File: src/rtl/count_uart_tx_pkg.sv
// Shared types and frame constants for the counter-to-UART transmitter.
package count_uart_tx_pkg;
   typedef enum logic [1:0] {IDLE, START, DATA, STOP} state_t;

   localparam int   DATA_BITS   = 8;
   localparam logic START_LEVEL = 1'b0;
   localparam logic STOP_LEVEL  = 1'b1;
endpackage

File: src/rtl/uart_baud_gen.sv
// Bit-period timer: counts CLKS_PER_BIT-1 down to 0 and reloads on every bit boundary.
module uart_baud_gen #(
   parameter int CLKS_PER_BIT = 16
) (
   input  logic clk,
   input  logic rst,
   input  logic restart,
   output logic bit_done
);
   localparam int CNT_W = $clog2(CLKS_PER_BIT);
   localparam logic [CNT_W-1:0] RELOAD = CNT_W'(CLKS_PER_BIT - 1);

   logic [CNT_W-1:0] cnt;

   // restart aligns the first bit period with the accepting edge
   always_ff @(posedge clk) begin
      if (rst) begin
         cnt <= '0;
      end else if (restart || (cnt == '0)) begin
         cnt <= RELOAD;
      end else begin
         cnt <= cnt - CNT_W'(1);
      end
   end

   assign bit_done = (cnt == '0);
endmodule

File: src/rtl/count_uart_tx.sv
// Serialises each accepted 8-bit count value as one 8N1 UART frame on a registered tx line.
module count_uart_tx
   import count_uart_tx_pkg::*;
#(
   parameter int CLKS_PER_BIT = 16
) (
   input  logic       clk,
   input  logic       rst,
   input  logic [7:0] count,
   input  logic       count_valid,
   output logic       count_ready,
   output logic       tx,
   output logic       busy
);
   // Handshake: a byte transfers on a rising edge where count_valid and count_ready
   // are both 1; count_ready depends only on state, never on count_valid.

   state_t     state, state_next;
   logic [7:0] shreg, shreg_next;
   logic [2:0] bit_idx, bit_idx_next;
   logic       tx_q, tx_next;
   logic       accept;
   logic       bit_done;

   assign count_ready = (state == IDLE);
   assign accept      = count_valid && count_ready;
   assign busy        = (state != IDLE);
   assign tx          = tx_q;

   uart_baud_gen #(
      .CLKS_PER_BIT(CLKS_PER_BIT)
   ) u_baud (
      .clk      (clk),
      .rst      (rst),
      .restart  (accept),
      .bit_done (bit_done)
   );

   always_ff @(posedge clk) begin
      if (rst) begin
         state   <= IDLE;
         shreg   <= '0;
         bit_idx <= '0;
         tx_q    <= STOP_LEVEL;
      end else begin
         state   <= state_next;
         shreg   <= shreg_next;
         bit_idx <= bit_idx_next;
         tx_q    <= tx_next;
      end
   end

   // tx_next is the level of the bit that starts on the following cycle
   always_comb begin
      state_next   = state;
      shreg_next   = shreg;
      bit_idx_next = bit_idx;
      tx_next      = tx_q;
      case (state)
         IDLE: begin
            tx_next = STOP_LEVEL;
            if (accept) begin
               state_next = START;
               tx_next    = START_LEVEL;
               shreg_next = count;
            end
         end
         START: begin
            if (bit_done) begin
               state_next   = DATA;
               tx_next      = shreg[0];
               shreg_next   = {1'b0, shreg[7:1]};
               bit_idx_next = '0;
            end
         end
         DATA: begin
            if (bit_done) begin
               if (bit_idx == 3'(DATA_BITS - 1)) begin
                  state_next = STOP;
                  tx_next    = STOP_LEVEL;
               end else begin
                  bit_idx_next = bit_idx + 3'd1;
                  tx_next      = shreg[0];
                  shreg_next   = {1'b0, shreg[7:1]};
               end
            end
         end
         STOP: begin
            if (bit_done) begin
               state_next = IDLE;
            end
         end
         default: begin
            state_next = IDLE;
            tx_next    = STOP_LEVEL;
         end
      endcase
   end
endmodule
File: config.mk
export PLATFORM = sky130hd
export DESIGN_NAME = count_uart_tx
export DESIGN_NICKNAME = d
export VERILOG_FILES = /design/src/rtl/count_uart_tx_pkg.sv /design/src/rtl/uart_baud_gen.sv /design/src/rtl/count_uart_tx.sv
export SDC_FILE = /design/constraint.sdc
export NUM_CORES = 1
export LEC_CHECK = 0
export CAP_MARGIN = 20
export CORE_AREA = 2 2 54 56
export CTS_BUF_LIST = sky130_fd_sc_hd__clkbuf_16
export DETAILED_ROUTE_END_ITERATION = 6
export DIE_AREA = 0 0 56 58
export PLACE_DENSITY_LB_ADDON = 0.08
export SYNTH_ARGS = -nofsm -noshare
export SYNTH_HDL_FRONTEND = slang
export SYNTH_HIERARCHICAL = 1
export SYNTH_SLANG_ARGS = --single-unit
File: constraint.sdc
create_clock -name clk -period 2.3 [get_ports clk]
set_input_delay 0.46 -clock clk [delete_from_list [all_inputs] [get_ports clk]]
set_output_delay 0.46 -clock clk [all_outputs]
set_load 0.1 [all_outputs]
* Yosys cells after proc, flatten, opt, wreduce, memory -nomap -nowiden *
Cells that the tools add are included.
W data, S select, Z words.

word-level totals
  input port bits = 11
  register bits = 18
  output and inout bits = 3
  word-level logic and storage cells = 49

cells by class
  reductions and logical operators = 11
  equality and inequality tests = 10
  add/subtract/negate cells = 2
  muxes and demuxes = 21

operators by type and width
  kind                   count
  $mux W8                4
  $pmux W8 S3            1
  $mux W2                5
  $ne A2 B2 Y1 const B   5
  $reduce_and A5 Y1      2
  $mux W3                3
  $pmux W2 S4            1
  $pmux W3 S2            1
  $eq A2 B2 Y1 const B   2
  $logic_not A4 Y1       1
  $mux W1                4
  $mux W4                1
  $reduce_and A4 Y1      1
  $reduce_bool A2 Y1     2
  $sub A4 B1 Y4 const B  1
  $add A3 B1 Y3 const B  1
  $eq A3 B3 Y1 const B   1
  $pmux W1 S3            1
  $reduce_and A3 Y1      1
  $reduce_bool A3 Y1     1
  $eq A2 B1 Y1 const B   1
  $logic_not A2 Y1       1
  $ne A2 B1 Y1 const B   1
  $logic_and A1 B1 Y1    1
  $logic_or A1 B1 Y1     1

* Longest topological paths before layout *
  word-level depth = 4
  depth in mapped cells = 8
  depth with buffers taken out = 7

* Cells and area by module *
The synthesis kept the hierarchy.

modules (own cells, without submodules)
  module         cells each  seq. area each (um2)  times used  area an instance (um2)
  count_uart_tx  88          280.3                 1           889.6
  uart_baud_gen  19          80.1                  1           182.7

* Least setup slack after synthesis *
No wires, ideal clock.

  kind = flip-flop to flip-flop
  start = reg state[0]
  end = reg tx_q, in the netlist tx
  path buffers = 0
  cell stages (with the launch flop) = 6
  arrival time = 2.841 ns
  clock period less this slack = 2.963 ns
  path slack = -0.663 ns
  path through = dfxtp_1 -> inv_1 -> ha_1 -> inv_1 -> or3_1 -> a311o_1

on the way
  cells in the longest elaborated chain, start to end = 4

ends and longest elaborated chain
  item                      RTL line             source
  start: declaration        count_uart_tx.sv:18  state_t state, state_next;
  start signal: assignment  count_uart_tx.sv:46  state <= state_next;
  $logic_not A2 Y1 *        count_uart_tx.sv:25  assign count_ready = (state == IDLE);
  via count_ready           count_uart_tx.sv:11  output logic count_ready,
  $logic_and A1 B1 Y1       count_uart_tx.sv:26  assign accept = count_valid && count_ready;
  $mux W1                   count_uart_tx.sv:62  if (accept) begin
  $pmux W1 S3               count_uart_tx.sv:59  case (state)
  end signal: assignment    count_uart_tx.sv:49  tx_q <= tx_next;
  end: declaration          count_uart_tx.sv:21  logic tx_q, tx_next;

The timed path passes the listed nets; every way through them passes the cells marked *.
A chain may end at the register's enable or synchronous reset.

* Worst setup path in the final report *
  start = reg bit_idx[0]
  end = reg shreg[4]

on the way
  cells in the longest elaborated chain, start to end = 3

ends and longest elaborated chain
  item                         RTL line             source
  start: declaration           count_uart_tx.sv:20  logic [2:0] bit_idx, bit_idx_next;
  start signal: assignment     count_uart_tx.sv:48  bit_idx <= bit_idx_next;
  $eq A3 B3 Y1                 count_uart_tx.sv:78  if (bit_idx == 3'(DATA_BITS - 1)) begin
  $ne A2 B2 Y1 (no line)       n/a
  $reduce_and A5 Y1 (no line)  n/a
  end signal: assignment       count_uart_tx.sv:47  shreg <= shreg_next;
  end: declaration             count_uart_tx.sv:19  logic [7:0] shreg, shreg_next;

No other way between the ends.

==> impl_metrics.yaml <==
yosys:
  ys_seq_elements: 18
  post_synth_cell_types: 36
  seq_area_frac_synth_pct: 33.6
  synth_fp_nets: 126
  yosysWarnings: 6
  post-synth-top-area-fraction_pct: 33.6
  cell_area_after_technology_mapping_um2: 1070
  synth_area_leaders: "dfxtp_1 34%, a311oi_2 9.8%, ha_1 9.3%, mux2i_1 6.5%, a21oi_1 4.7%"
  synthesis.area_per_instance_um2: 10.0
  syn_inst: 107
  synth_largest_area_cell: "dfxtp_1"
setup_path:
  worstReg2RegEnd: "shreg[4]"
  max_stage_delay_ps: 460
  worst-path-buf-inv: 0
  timing.critical_path.cells: "ha_1, ha_1, nand2b_1, nand2_1, a21oi_1, a311oi_2"
  cp_max_fo: 15
  path_delay_family: "simple AND/OR/NAND/NOR gates"
  timing.setup.critical_path_class: "flop to flop"
  start_kind: "flop"
  cpMostUsedCell: "ha_1"
  cp.arrival_ps: 2120
  required_ps: 2460
  crit_path_top_delay_cell: "nand2_1"
  worstSetupEndpointType: "flop"
  r2r_cells: 6
  rrSetupSlack_ps: 340
  timing.rr.start: "bit_idx[0]"
drt:
  vias: 853
  postRouteWirelength_mm: 2.09
  antenna_left: 0
  remaining_drc_errors: 0
  first_pass_iters: 3
  routed_wl_met3_um: 72
  wl_met2_mm: 1.02
  viasPerCell: 5.61
  wire_per_inst_um: 13.8
  drtIter0Drc: 15
  routedLengthMet1_um: 959
  maxUsedRoutingLayer: "met4"
clocking:
  cts_setup_buffers: 0
  post_cts.resized_instances: 0
  cts_buffer_count: 3
  clk_pin_slew_worst_paths_ps: 50
  tritoncts: "yes"
  worstSkewPairLatency_ps: 250
  root_buffer: "clkbuf_16"
  ctsLongestPathBuffers: 2
  ctsHtreeMaxLevel: 1
  ctsHoldBuffers: 0
  cts_sinks: 18
grt:
  grt_start_max_net_pins: 17
  grt_pass1_vias: 830
  initial_antenna_violation_count: 0
  grt.overflow.total: 0
  global_route_wire_length_before_repair_mm: 3.65
  gr-usage-all-layers_pct: 14.4
status:
  status: "finished clean"
place:
  placed_area_um2: 1240
  gpl.final_weighted_congestion: 0.735
  dpl.cell_count: 148
  place_ws_ps: 366
  io_port_bufs: 13
  hpwlAfterDp_mm: 1.56
worst_hold_path:
  whs_path_depth: 1
  timing.hold.worst_endpoint: "u_baud/cnt[0]"
  timing.hold.worst.class: "flop to flop"
  worstHoldStart: "u_baud/cnt[0]"
power_and_ir_drop:
  peakVddDrop_mv: 0.911
  power_density_nw_per_um2: 1560
  leakage_nw: 0.499
  fin_total_pwr_w: 0.00206
layout:
  number_of_diodes_added_for_antenna_fixing: 0
  stdcell_area_um2: 1320
  commonest_non_fill_non_tap_cell_in_the_layout: "dfxtp_1"
  drive_above_1_share_pct: 20.7
  most-common-layout-cells: "18 x dfxtp_1, 10 x nor2_1, 10 x a21oi_1, 10 x clkdlybuf4s50_1"
  area_growth_syn_to_layout_pct: 22.9
  final_nets: 141
  layout.cells.non_filler: 152
sta:
  final.min_clock_period_ps: 1960
  tightest_slew_ps: 596
  slew_viol_final: 0
  finalClockSkew_ps: 1.88
  timing.final.setup_violations: 0
  fin_crit_sh_pct: 85.0
  setup_total_negative_slack_ps: 0
  hold_viol_final: 0
  maxSlewHeadroom_pct: 60.2
  worst_slack_ps: 345
  unrepaired_setup_endpoints_after_global_routing: "no"
  maxClockFrequency_mhz: 511
floorplanning:
  fp.dieH_um: 58
  floorplan.die.width_um: 56
  die_area_um2: 3250
  initial_core_util_pct: 40.3
  core_region_area_um2: 2660
  io_pins: 14
  placementRows: 19
flow_run:
  timing.max_cap.violations: 0
==> registers in the layout, indices dropped and copies added (netlist names) <==
signal	cells
state	2
u_baud/cnt	4
bit_idx	3
shreg	8
tx	1
==> cell type report <==
class | instances | area [µm²]
clock buffer | 3 | 75.1
clock inverter | 1 | 3.75
fill | 255 | 1350
inverter | 6 | 26.3
multi-input combinational | 77 | 656
sequential | 18 | 360
tap | 31 | 38.8
timing repair buffer | 16 | 158
==> kinds of logic (layout without fill, tap and decap cells) <==
group | after synthesis | after routing | share of synthesized area [%]
compound gates | 37 | 37 | 30.3
xor+xnor | 1 | 1 | 0.817
fa+ha+maj | 8 | 8 | 9.34
buf+inv | 12 | 26 | 6.42
flops | 18 | 18 | 33.6
mux | 7 | 7 | 6.53
simple gates | 24 | 24 | 13.0
==> routing by layer <==
metal	vias up	GRT usage, %
li1	429	-
met1	406	17.5
met2	13	24.0
met3	5	3.35
met4	0	7.14
met5	-	0
==> synth_stat cells <==
library cell / count
or4b_1: 1
or4_1: 1
and2_1: 1
o21ai_0: 2
and4bb_1: 1
buf_8: 1
o22a_1: 1
ha_1: 8
o21ai_1: 1
a2bb2oi_1: 1
a311oi_2: 7
or3_1: 2
nor3b_1: 1
xor2_1: 1
a21oi_2: 2
nand2_1: 2
o21bai_1: 1
nand2b_1: 2
a311o_1: 1
nor3b_2: 1
nor2b_1: 2
nor2_1: 10
clkbuf_1: 2
clkbuf_8: 1
a22oi_1: 3
inv_1: 6
a22o_1: 2
o22ai_1: 1
dfxtp_1: 18
o221a_4: 1
o31ai_1: 2
a211oi_2: 1
mux2i_1: 7
a31o_1: 1
buf_2: 2
a21oi_1: 10
==> worst max path at each step <==
| stage | endpoint | slack, ps | depth (start not counted) | startpoint |
|---|---|---|---|---|
| 2_1_floorplan | tx | 20 | 5 | state[1] |
| 3_3_place_gp | shreg[3] | 440 | 6 | bit_idx[0] |
| 3_5_place_dp | shreg[3] | 370 | 6 | bit_idx[0] |
| 4_1_cts | shreg[4] | 350 | 6 | bit_idx[0] |
| 5_1_grt | shreg[6] | 180 | 6 | bit_idx[0] |
| 6_report | shreg[4] | 340 | 6 | bit_idx[0] |
==> where the power goes <==
part | internal [W] | switching, W
combinational | 0.000500 | 0.000736
clock | 0.000231 | 0.000120
sequential | 0.000410 | 0.0000621
==> stage by stage <==
step	hold slack (ps)	utilization, %
after floorplan	424	-
after global placement	451	46.5
after detailed placement	451	46.5
after CTS	464	49.5
after global routing	476	49.5
final	468	49.5
Power figures use the tool's default switching activity.
